File: src/rtl/ktc32_loader_pkg.sv
// rtl/ktc32_loader_pkg.sv - shared types and helpers for the UART program loader
package ktc32_loader_pkg;

  typedef enum logic [1:0] {R_IDLE, R_START, R_DATA, R_STOP} rx_state_t;

  typedef enum logic [2:0] {L_CNT_LO, L_CNT_HI, L_DATA, L_DONE, L_ERR} ld_state_t;

  localparam int CNT_WIDTH = 16;

  function automatic int clks_per_bit(input int clk_freq, input int baud);
    return clk_freq / baud;
  endfunction

endpackage

File: src/rtl/uart_rx.sv
// rtl/uart_rx.sv - 8N1 receiver with input synchronizer, byte and framing-error strobes
module uart_rx
  import ktc32_loader_pkg::*;
#(
  parameter int CLK_FREQ = 100_000_000,
  parameter int BAUD     = 115200
) (
  input  logic       clk,
  input  logic       reset,
  input  logic       rx,
  output logic       byte_valid,
  output logic [7:0] byte_data,
  output logic       frame_err_pulse
);

  localparam int CPB = clks_per_bit(CLK_FREQ, BAUD);
  localparam int CW  = $clog2(CPB + 1);
  localparam logic [CW-1:0] HALF_M1 = CW'(CPB / 2 - 1);
  localparam logic [CW-1:0] FULL_M1 = CW'(CPB - 1);

  rx_state_t     state, state_d;
  logic          rx_meta, rx_s;
  logic [CW-1:0] cnt, cnt_d;
  logic [2:0]    bit_idx, bit_idx_d;
  logic [7:0]    shreg, shreg_d;

  always_ff @(posedge clk) begin
    if (!reset) begin
      rx_meta <= 1'b1;
      rx_s    <= 1'b1;
      state   <= R_IDLE;
      cnt     <= '0;
      bit_idx <= '0;
      shreg   <= '0;
    end else begin
      rx_meta <= rx;
      rx_s    <= rx_meta;
      state   <= state_d;
      cnt     <= cnt_d;
      bit_idx <= bit_idx_d;
      shreg   <= shreg_d;
    end
  end

  always_comb begin
    state_d         = state;
    cnt_d           = cnt + CW'(1);
    bit_idx_d       = bit_idx;
    shreg_d         = shreg;
    byte_valid      = 1'b0;
    frame_err_pulse = 1'b0;
    case (state)
      R_IDLE: begin
        cnt_d = '0;
        if (!rx_s) state_d = R_START;
      end
      R_START: begin
        // A start bit that is gone by mid-bit was a glitch, not a frame.
        if (cnt == HALF_M1) begin
          cnt_d     = '0;
          bit_idx_d = '0;
          state_d   = rx_s ? R_IDLE : R_DATA;
        end
      end
      R_DATA: begin
        if (cnt == FULL_M1) begin
          cnt_d   = '0;
          shreg_d = {rx_s, shreg[7:1]};
          if (bit_idx == 3'd7) state_d = R_STOP;
          else bit_idx_d = bit_idx + 3'd1;
        end
      end
      R_STOP: begin
        if (cnt == FULL_M1) begin
          cnt_d   = '0;
          state_d = R_IDLE;
          if (rx_s) byte_valid = 1'b1;
          else frame_err_pulse = 1'b1;
        end
      end
      default: state_d = R_IDLE;
    endcase
  end

  assign byte_data = shreg;

endmodule

File: src/rtl/uart_loader.sv
// rtl/uart_loader.sv - UART program download into instruction RAM, holds CPU in reset until loaded
module uart_loader
  import ktc32_loader_pkg::*;
#(
  parameter int CLK_FREQ   = 100_000_000,
  parameter int BAUD       = 115200,
  parameter int ADDR_WIDTH = 14
) (
  input  logic                  clk,
  input  logic                  reset,
  input  logic                  rx,
  output logic                  mem_we,
  output logic [ADDR_WIDTH-1:0] mem_addr,
  output logic [31:0]           mem_wdata,
  output logic                  cpu_reset_n,
  output logic                  busy,
  output logic                  done,
  output logic                  frame_err
);

  logic       byte_valid, frame_err_pulse;
  logic [7:0] byte_data;

  uart_rx #(.CLK_FREQ(CLK_FREQ), .BAUD(BAUD)) u_rx (
    .clk             (clk),
    .reset           (reset),
    .rx              (rx),
    .byte_valid      (byte_valid),
    .byte_data       (byte_data),
    .frame_err_pulse (frame_err_pulse)
  );

  ld_state_t             state, state_d;
  logic [CNT_WIDTH-1:0]  n, n_d, widx, widx_d;
  logic [1:0]            bidx, bidx_d;
  logic [23:0]           word, word_d;
  logic                  mem_we_d;
  logic [ADDR_WIDTH-1:0] mem_addr_d;
  logic [31:0]           mem_wdata_d;

  always_ff @(posedge clk) begin
    if (!reset) begin
      state     <= L_CNT_LO;
      n         <= '0;
      widx      <= '0;
      bidx      <= '0;
      word      <= '0;
      mem_we    <= 1'b0;
      mem_addr  <= '0;
      mem_wdata <= '0;
    end else begin
      state     <= state_d;
      n         <= n_d;
      widx      <= widx_d;
      bidx      <= bidx_d;
      word      <= word_d;
      mem_we    <= mem_we_d;
      mem_addr  <= mem_addr_d;
      mem_wdata <= mem_wdata_d;
    end
  end

  always_comb begin
    state_d     = state;
    n_d         = n;
    widx_d      = widx;
    bidx_d      = bidx;
    word_d      = word;
    mem_we_d    = 1'b0;
    mem_addr_d  = mem_addr;
    mem_wdata_d = mem_wdata;
    if (frame_err_pulse && state != L_ERR) begin
      state_d = L_ERR;
    end else if (byte_valid) begin
      case (state)
        L_CNT_LO: begin
          n_d     = {n[15:8], byte_data};
          state_d = L_CNT_HI;
        end
        L_CNT_HI: begin
          n_d     = {byte_data, n[7:0]};
          widx_d  = '0;
          bidx_d  = '0;
          state_d = ({byte_data, n[7:0]} == '0) ? L_DONE : L_DATA;
        end
        L_DATA: begin
          // Bytes arrive LSB first, so shifting right leaves them in place after the fourth.
          if (bidx == 2'd3) begin
            mem_we_d    = 1'b1;
            mem_addr_d  = widx[ADDR_WIDTH-1:0];
            mem_wdata_d = {byte_data, word};
            widx_d      = widx + CNT_WIDTH'(1);
            bidx_d      = '0;
            if (widx == n - CNT_WIDTH'(1)) state_d = L_DONE;
          end else begin
            word_d = {byte_data, word[23:8]};
            bidx_d = bidx + 2'd1;
          end
        end
        default: ;
      endcase
    end
  end

  assign busy        = (state == L_CNT_HI) || (state == L_DATA);
  assign done        = (state == L_DONE);
  assign cpu_reset_n = (state == L_DONE);
  assign frame_err   = (state == L_ERR);

endmodule

File: config.mk
export PLATFORM = sky130hd
export DESIGN_NAME = uart_loader
export DESIGN_NICKNAME = d
export VERILOG_FILES = /design/src/rtl/ktc32_loader_pkg.sv /design/src/rtl/uart_rx.sv /design/src/rtl/uart_loader.sv
export SDC_FILE = /design/constraint.sdc
export NUM_CORES = 1
export LEC_CHECK = 0
export ABC_CLOCK_PERIOD_IN_PS = 6500
export BUFFER_PORTS_ARGS = -buffer_cell sky130_fd_sc_hd__buf_4
export CORE_MARGIN = 1
export CORE_UTILIZATION = 45
export DETAILED_ROUTE_END_ITERATION = 8
export GPL_TIMING_DRIVEN = 1
export SLEW_MARGIN = 10
export SYNTH_ARGS = -nofsm -noshare
export SYNTH_HDL_FRONTEND = slang
export SYNTH_SLANG_ARGS = --single-unit
File: constraint.sdc
create_clock -name clk -period 6.5 [get_ports clk]
set_input_delay 0 -clock clk [delete_from_list [all_inputs] [get_ports clk]]
set_output_delay 0 -clock clk [all_outputs]
set_load 0.03 [all_outputs]
==> results of run 1 <==
metal layers:
metal | global-route usage [%] | up-vias
li1 | - | 2457
met1 | 25.91 | 2285
met2 | 33.14 | 91
met3 | 5.864 | 24
met4 | 11.05 | 0
met5 | 0 | -
through the flow:
step                power [uW]  hold slack [ns]  utilization, %  setup slack (ns)
floorplan                852.2           0.1015               -             4.189
global placement         856.0           0.1811           50.13             3.493
detailed placement       856.5           0.1868           50.13             3.385
CTS                       1813           0.1719           54.86             3.355
global route              1851           0.2317           54.86             2.954
finish                    1792           0.1989           54.86             3.419
cells by family after synthesis:
kind of cell / count (synthesis) / share of synthesized area (%)
adder cells (fa/ha/maj): 7 / 1.480
AO/OA/AOI/OAI: 138 / 17.25
AND/OR/NAND/NOR: 339 / 26.91
buffers and inverters: 49 / 3.403
XOR/XNOR: 37 / 5.475
flip-flops: 133 / 44.98
multiplexers: 3 / 0.5073
synthesized netlist by cell type, types with 3 or more instances:
library cell,number,area share (%)
and3b_1,3,0.44
o21ai_0,6,0.51
buf_2,11,0.93
and3_1,9,0.95
nor3_1,7,0.59
o21a_1,4,0.51
inv_1,7,0.44
nor2_1,42,2.7
clkbuf_1,30,1.9
nor4_1,5,0.53
nor3b_1,3,0.38
nand3_1,19,1.6
nand2_1,196,12
o2111ai_1,3,0.44
nand2b_1,7,0.74
nand4_1,8,0.85
dfxtp_1,133,45
a21boi_1,15,1.9
nor2b_1,8,0.85
xnor2_1,10,1.5
a21oi_1,8,0.68
or3_1,6,0.63
xor2_1,27,4.0
a31oi_1,3,0.32
mux2i_1,3,0.51
a21boi_0,83,11
ha_1,7,1.5
power by group through the flow:
| stage | registers, uW | clock network, uW | logic, uW |
|---|---|---|---|
| CTS | 817 | 974 | 21.9 |
| finish | 817 | 953 | 21.5 |
| global placement | 835 | 0 | 21.0 |
| global route | 817 | 1010 | 23.4 |
| detailed placement | 835 | 0 | 21.4 |
| floorplan | 834 | 0 | 17.8 |
cell type report:
cell class,count,area share (%)
clock buffer,19,6.203
clock inverter,13,2.277
inverter,7,0.3765
multi-input combinational,524,43.85
sequential,133,38.15
tap,172,3.084
timing repair buffer,56,6.060
timing repair:
action	4_1_cts	5_1_grt
setup endpoints to repair	0	0
gates resized for setup	0	0
hold endpoints to repair	1	0
buffers inserted	0	0
hold buffers	1	0
state kept, by name, summed over array words and instances, names as in the netlist, named ones only:
signal	flops
mem_we	1
u_rx.state	1
mem_wdata	32
bidx	2
u_rx.byte_data	8
u_rx.rx_s	1
word	24
u_rx.cnt	10
state	3
u_rx.rx_meta	1
n	16
widx	16
mem_addr	14
u_rx.bit_idx	3
worst max path at each step:
stage	from	end	slack [ns]	cells past startpoint
after floorplan	u_rx.cnt[0]	word[16]	4.19	10
after global placement	u_rx.cnt[0]	mem_addr[12]	3.49	7
after detailed placement	u_rx.cnt[0]	mem_wdata[14]	3.38	7
after CTS	u_rx.cnt[0]	mem_addr[9]	3.35	7
after global routing	u_rx.cnt[0]	mem_wdata[14]	2.95	7
final	u_rx.cnt[0]	mem_wdata[20]	3.42	7
==> reports/results.tsv, run 1 <==
stage	metric	value	unit
global_route	grt_pass1_wl	21700	um
pwr	p_int	1427	uW
drt	routed_via_density	5.256	
synth	synthFlopType	dfxtp_1	
worst_setup_path	crit_family	simple AND/OR/NAND/NOR gates	
drt	drt-met1-wl	6041	um
drt	wirelength	13220	um
synth	synth-seq-cells	133	
synth	synth_area	5919	um^2
finish	syn_to_final_growth	17.90	%
worst_setup_path	cp_max_fo	46	
pwr	p_seq_share	45.6	%
min_path	whs_endpoint	u_rx.rx_meta	
finish	layout.cells.non_filler	924	
drt	highest_layer	met4	
clocking	cts_made_buffers	17	
clocking	tritoncts	yes	
timing	skew	0.008035	ns
synth	syn_nets	716	
pwr	power.density	256.8	nW/um^2
global_route	grt.total_usage	20.93	%
global_route	first_global_vias	4515	
timing	rsz0062_at_grt	no	
synth	synthDistinctLibCells	58	
clocking	cts.reportedPaths.clkPinSlew	0.06	ns
finish	diodes	0	
worst_setup_path	end_kind	register	
placed_design	post-dp-hpwl	8899	um
drt	dr_wl_met2	6318	um
floorplanning	die_h	116.7	um
timing	finalCriticalPeriod	3.081	ns
timing	worst_slew_pin_slew	1.082	ns
finish	nFillCells	1235	
finish	fin_area	6979	um^2
finish	mostFrequentLayoutCells	nand2_1 (196), dfxtp_1 (133), a21boi_0 (83)	
drt	vias	4857	
synth	synth-seq-area-share	44.98	%
worst_setup_path	reg2reg_from	u_rx.cnt[0]	
global_route	antenna_found_initial	0	
global_route	grt_max_degree	110	
pwr	swShare	20.37	%
clocking	clkLatencyLatePin	0.42	ns
finish	layout.nets	749	
worst_setup_path	cp-start-kind	register	
worst_setup_path	crit_path_max_incr_delay	0.78	ns
worst_setup_path	cp_num_buf_inv	0	
min_path	min_from	reset	
finish	layout_commonest_cell	nand2_1	
job	drv_cap	0	
timing	slew_headroom	27.18	%
pwr	ir_worst_vdd	0.0001644	V
finish	layout-drive-gt1-share	13.56	%
timing	report.final.hold_viol_count	0	
worst_setup_path	regToRegSetupSlack	3.42	ns
placed_design	gp_congestion	0.8454	
pwr	comb_power_share	1.2	%
worst_setup_path	slowest_stage	nand3_2	
synth	async_flop_share	0	%
timing	maxSlewViolCount	0	
placed_design	io_buffers	53	
pwr	p_switching	365.0	uW
finish	multi_input_area	3060	um^2
drt	dr.pass1.iters	4	
floorplanning	fp-row-count	41	
clocking	clock_sinks	133	
synth	synth_edf_count	0	
synth	syn_area_per_cell	8.384	um^2
timing	setup_viol	0	
worst_setup_path	critPathKind	reg -> reg	
worst_setup_path	cp.required	6.79	ns
placed_design	place_area	6377	um^2
clocking	ctsLongestPathBuffers	2	
synth	synth_cells	706	
min_path	hp-class	in -> reg	
drt	ant_nets	0	
min_path	min_path_cells	2	
floorplanning	fp.dieW	116.7	um
worst_setup_path	worstPathArrival	3.38	ns
drt	wl_per_cell	14.31	um
outcome	status	completed	
drt	drtIter0Drc	283	
drt	drcViolationCount	0	
floorplanning	io_pins	54	
pwr	p_leak	0.002501	uW
drt	met3_length	511	um
global_route	grt_remaining_overflow	0	
pwr	p_clk_share	53.2	%
timing	fmax	324.6	MHz
worst_setup_path	cp_cell_sequence	ha_1 > nor4bb_1 > nand4bb_1 > nor2_1 > nand3_2 > nand2_1 > a21boi_1	
clocking	htreeDepth	4	
worst_setup_path	rr_worst_depth	7	
clocking	clockRootBuffer	clkbuf_16	
synth	yosys_warnings	0	
placed_design	place_inst	891	
worst_setup_path	r2r-end	mem_wdata[20]	
floorplanning	core	12720	um^2
finish	seq_area	2663	um^2
timing	fin_crit_sh	47.40	%
floorplanning	die_area	13620	um^2
floorplanning	start_util	46.53	%
timing	setup_tns	0	ns
(Power assumes the default switching activity.)
==> run 2: changes to the inputs <==
--- a/config.mk
+++ b/config.mk
@@ -5,7 +5,7 @@
 export SDC_FILE = /design/constraint.sdc
 export NUM_CORES = 1
 export LEC_CHECK = 0
-export ABC_CLOCK_PERIOD_IN_PS = 6500
+export ABC_CLOCK_PERIOD_IN_PS = 2900
 export BUFFER_PORTS_ARGS = -buffer_cell sky130_fd_sc_hd__buf_4
 export CORE_MARGIN = 1
 export CORE_UTILIZATION = 45
==> constraint.sdc (replaced) <==
create_clock -name clk -period 2.9 [get_ports clk]
set_input_delay 0 -clock clk [delete_from_list [all_inputs] [get_ports clk]]
set_output_delay 0 -clock clk [all_outputs]
set_load 0.03 [all_outputs]
==> run 2 against run 1 <==
Worst hold slack got worse by 0.070 ns. Critical endpoint is now n[2]. Largest cell class unchanged. Sequential cell count stayed put. Clock skew fell by 0.0031 ns. Highest routed layer unchanged. Register-to-register slack got worse by 3.1 ns. Largest power group unchanged.
==> reports/results.tsv, run 2 (synthesis results as in run 1) <==
stage	metric	value	unit
timing	finalCriticalPeriod	2.541	ns
clocking	clockRootBuffer	clkbuf_16	
pwr	ir_worst_vdd	0.0003903	V
drt	wl_per_cell	14.56	um
timing	slew_headroom	47.48	%
worst_setup_path	r2r-end	n[2]	
worst_setup_path	rr_worst_depth	8	
drt	ant_nets	0	
timing	setup_viol	0	
pwr	power.density	577.9	nW/um^2
worst_setup_path	reg2reg_from	u_rx.cnt[0]	
timing	worst_slew_pin_slew	0.7844	ns
min_path	min_path_cells	2	
drt	dr.pass1.iters	5	
timing	fmax	393.6	MHz
placed_design	post-dp-hpwl	9352	um
finish	fin_area	7112	um^2
clocking	htreeDepth	4	
drt	vias	4936	
drt	drcViolationCount	0	
worst_setup_path	cp-start-kind	register	
finish	utilization	55.90	%
min_path	hp-class	in -> reg	
worst_setup_path	regToRegSetupSlack	0.36	ns
global_route	grt_remaining_overflow	0	
finish	multi_input_area	3060	um^2
timing	maxSlewViolCount	0	
finish	layout-drive-gt1-share	15.16	%
clocking	post_cts_buffers	0	
placed_design	gp_congestion	0.8699	
global_route	grt.total_usage	21.90	%
outcome	status	completed	
finish	largest_register	mem_wdata	
timing	report.final.hold_viol_count	0	
finish	layout.nets	762	
job	drv_cap	0	
timing	rsz0062_at_grt	no	
finish	reg_top3	mem_wdata x32, word x24	
finish	mostFrequentLayoutCells	nand2_1 (196), dfxtp_1 (133), a21boi_0 (83)	
clocking	clkLatencyLatePin	0.42	ns
timing	setup_tns	0	ns
placed_design	place_area	6487	um^2
worst_setup_path	cp.required	3.20	ns
global_route	first_global_vias	4664	
clocking	ctsLongestPathBuffers	2	
finish	layout.cells.non_filler	937	
floorplanning	die_area	13620	um^2
clocking	cts.reportedPaths.clkPinSlew	0.06	ns
worst_setup_path	critPathKind	reg -> reg	
global_route	grt_max_degree	74	
clocking	clock_sinks	133	
finish	layout_commonest_cell	nand2_1	
drt	wirelength	13650	um
worst_setup_path	worstPathArrival	2.85	ns
timing	skew	0.004905	ns
finish	syn_to_final_growth	20.14	%
pwr	p_leak	0.002591	uW
finish	largest_reg_flops	32	
placed_design	place_inst	904	
placed_design	io_buffers	53	
finish	diodes	0	
clocking	cts_made_buffers	17	
floorplanning	start_util	46.53	%
floorplanning	fp-row-count	41	
floorplanning	die_h	116.7	um
timing	fin_crit_sh	87.62	%
min_path	min_from	reset	
clocking	post_cts_resized	0	
floorplanning	fp.dieW	116.7	um
timing	fin_ws	0.3590	ns
global_route	grt_pass1_wl	22800	um
floorplanning	io_pins	54	
floorplanning	core	12720	um^2
worst_setup_path	cp_max_fo	11	
finish	seq_area	2663	um^2
clocking	cts_hold_buf	1	
worst_setup_path	end_kind	register	
finish	nFillCells	1239	
placed_design	pre_cts_ws	0.3887	ns
min_path	whs_endpoint	state[2]	
clocking	tritoncts	yes	
drt	drtIter0Drc	277	
global_route	antenna_found_initial	0	
drt	routed_via_density	5.268	
-- run 2: layout make-up --
type / count / area share (%)
Multi-Input combinational cell: 524 / 43.03
Sequential cell: 133 / 37.44
Timing Repair Buffer: 69 / 7.495
Clock buffer: 18 / 6.034
Tap cell: 172 / 3.026
Clock inverter: 14 / 2.604
Inverter: 7 / 0.3695
-- run 2: how the worst max path moves through the flow --
stage,startpoint,to,cells after the start
final,u_rx.cnt[0],n[2],8
after global routing,u_rx.cnt[0],n[2],8
after CTS,u_rx.cnt[0],n[2],8
after detailed placement,u_rx.cnt[0],n[6],8
after global placement,u_rx.cnt[0],n[7],8
after floorplan,u_rx.cnt[0],word[16],10
-- run 2: routing by layer --
layer,routed length (um),track usage (%)
met5,0,0
met4,236,9.283
met1,6432,28.18
met3,519,5.241
met2,6459,35.11
-- run 2: stage by stage --
step	hold slack (ns)	total power [uW]
6_report	0.1289	4110
5_1_grt	0.1627	4244
2_1_floorplan	0.1015	1910
4_1_cts	0.1098	4155
3_3_place_gp	0.1806	1920
3_5_place_dp	0.1863	1922
-- run 2: report_power, final --
group	switching, uW	total [uW]	internal (uW)
Clock	797	2230	1430
Sequential	2.36	1830	1830
Combinational	25.7	49.7	24.0
-- run 2: critical path, cell delays in order, from the launching register on --
cell and delay, ns:
dfxtp_1 0.39, ha_1 0.26, nor4bb_1 0.33, nand4bb_1 0.15
buf_4 0.19, or3_1 0.42, or3_1 0.47, nand2_1 0.12
a21boi_0 0.08
==> run 3: changes to the inputs <==
--- a/config.mk
+++ b/config.mk
@@ -5,7 +5,7 @@
 export SDC_FILE = /design/constraint.sdc
 export NUM_CORES = 1
 export LEC_CHECK = 0
-export ABC_CLOCK_PERIOD_IN_PS = 2900
+export ABC_CLOCK_PERIOD_IN_PS = 2800
 export BUFFER_PORTS_ARGS = -buffer_cell sky130_fd_sc_hd__buf_4
 export CORE_MARGIN = 1
 export CORE_UTILIZATION = 45
==> constraint.sdc (replaced) <==
create_clock -name clk -period 2.8 [get_ports clk]
set_input_delay 0 -clock clk [delete_from_list [all_inputs] [get_ports clk]]
set_output_delay 0 -clock clk [all_outputs]
set_load 0.03 [all_outputs]
==> run 3 against run 2 <==
Routed wire length decreased by 0.15%. Setup slack worse by 0.11 ns. Design area increased by 0.11%. Sequential cell count stayed put. Combinational power increased by 5.4%. First-iteration DRC count is 15% higher. Via count is 0.49% lower. Non-clock buffer count rose by 3. Worst hold slack worse by 0.040 ns. Fmax is 0.38% lower. Final cell count grew 0.21%. Count of clock-buffer cells in the layout increased by 2. Critical endpoint is now n[3].
==> reports/results.tsv, run 3 (synthesis results as in run 1) <==
stage	metric	value	unit
clocking	htreeDepth	4	
finish	multi_input_area	3073	um^2
pwr	power.total	4100	uW
finish	largest_register	mem_wdata	
min_path	whs_endpoint	mem_wdata[13]	
timing	worst_slew_pin_slew	0.7456	ns
worst_setup_path	cp_max_fo	8	
finish	layout.nets	765	
finish	diodes	0	
timing	report.final.hold_viol_count	0	
placed_design	io_buffers	53	
drt	drtIter0Drc	318	
timing	fmax	392.0	MHz
pwr	swShare	20.72	%
timing	setup_viol	0	
floorplanning	core	12720	um^2
finish	mostFrequentLayoutCells	nand2_1 (196), dfxtp_1 (133), a21boi_0 (83)	
clocking	post_cts_buffers	0	
min_path	min_path_cells	2	
global_route	grt_remaining_overflow	0	
worst_setup_path	reg2reg_from	u_rx.cnt[0]	
drt	routed_via_density	5.231	
pwr	p_seq_share	46.3	%
global_route	grt_max_degree	59	
finish	largest_reg_flops	32	
worst_setup_path	rr_worst_depth	7	
timing	fin_crit_sh	91.10	%
pwr	power.density	575.8	nW/um^2
min_path	min_from	reset	
worst_setup_path	worstPathArrival	2.85	ns
placed_design	gp_congestion	0.8435	
global_route	grt_pass1_wl	22260	um
clocking	cts.reportedPaths.clkPinSlew	0.06	ns
finish	seq_area	2663	um^2
finish	layout_commonest_cell	nand2_1	
drt	wl_per_cell	14.51	um
global_route	antenna_found_initial	0	
finish	syn_to_final_growth	20.27	%
finish	layout-drive-gt1-share	15.38	%
job	drv_cap	0	
floorplanning	fp.dieW	116.7	um
worst_setup_path	critPathKind	reg -> reg	
worst_setup_path	regToRegSetupSlack	0.25	ns
timing	finalCriticalPeriod	2.551	ns
outcome	status	completed	
drt	ant_nets	0	
timing	skew	0.01984	ns
timing	maxSlewViolCount	0	
timing	fin_ws	0.2493	ns
global_route	grt.total_usage	21.58	%
min_path	hp-class	in -> reg	
floorplanning	start_util	46.53	%
clocking	cts_made_buffers	17	
drt	drcViolationCount	0	
floorplanning	fp-row-count	41	
clocking	clockRootBuffer	clkbuf_16	
placed_design	post-dp-hpwl	9411	um
worst_setup_path	cp.required	3.10	ns
placed_design	pre_cts_ws	0.2579	ns
clocking	clkLatencyLatePin	0.43	ns
timing	setup_tns	0	ns
drt	wirelength	13630	um
pwr	p_int	3250	uW
pwr	ir_worst_vdd	0.0003355	V
pwr	p_leak	0.002567	uW
pwr	comb_power_share	1.3	%
global_route	first_global_vias	4433	
clocking	tritoncts	yes	
floorplanning	io_pins	54	
worst_setup_path	cp-start-kind	register	
drt	dr.pass1.iters	5	
floorplanning	die_area	13620	um^2
finish	nFillCells	1248	
pwr	p_switching	849.6	uW
finish	reg_top3	mem_wdata x32, word x24	
timing	slew_headroom	50.08	%
clocking	ctsLongestPathBuffers	2	
clocking	clock_sinks	133	
timing	rsz0062_at_grt	no	
floorplanning	die_h	116.7	um
drt	vias	4912	
worst_setup_path	end_kind	register	
worst_setup_path	r2r-end	n[3]	
pwr	p_clk_share	52.4	%
## run 3: area by class of cell
class                      instances  share of cell area, %
clock inverter                    11                  1.793
timing repair buffer              72                  7.979
tap                              172                  3.023
clock buffer                      20                  6.274
multi-input combinational        524                  43.16
inverter                           7                 0.3691
sequential                       133                  37.40
## run 3: through the flow
stage | util, % | std cells | area, um^2 | hold WS (ns)
2_1_floorplan | - | 706 | 5919 | 0.1015
4_1_cts | 55.86 | 939 | 7107 | 0.06744
5_1_grt | 55.96 | 939 | 7119 | 0.1041
3_5_place_dp | 51.27 | 907 | 6523 | 0.1872
6_report | 55.96 | 939 | 7119 | 0.08914
3_3_place_gp | 51.27 | 907 | 6523 | 0.1834
## run 3: power by group through the flow
stage               Sequential (uW)  Clock (uW)  Combinational [uW]
floorplan                      1940           0                41.3
global placement               1940           0                51.3
detailed placement             1940           0                51.8
CTS                            1900        2190                53.0
global route                   1900        2270                57.4
finish                         1900        2150                52.4
## run 3: timing repair
item,in CTS,in global routing
resized for setup,0,2
hold buffers,1,0
endpoints found under the setup margin,0,7
hold endpoints to repair,1,0
## run 3: metal layers
metal	wire length (um)	vias to the layer above	global-route usage, %
li1	-	2498	-
met1	6271	2312	27.16
met2	6559	84	34.71
met3	565	18	5.553
met5	0	-	0
met4	231	0	9.873
## run 3: critical path: stages (launching register included)
cell	delay (ns)
dfxtp_1	0.39
ha_1	0.28
nor4bb_2	0.29
nand4bb_1	0.28
or3_1	0.52
or3_1	0.47
nand2_1	0.12
a21boi_0	0.08
## run 3: how the worst max path moves through the flow
stage | start | endpoint | slack, ns
2_1_floorplan | u_rx.cnt[0] | word[16] | 0.49
3_3_place_gp | u_rx.cnt[0] | n[4] | 0.35
3_5_place_dp | u_rx.cnt[0] | n[7] | 0.26
4_1_cts | u_rx.cnt[0] | n[7] | 0.23
5_1_grt | u_rx.cnt[0] | n[2] | 0.02
6_report | u_rx.cnt[0] | n[3] | 0.25
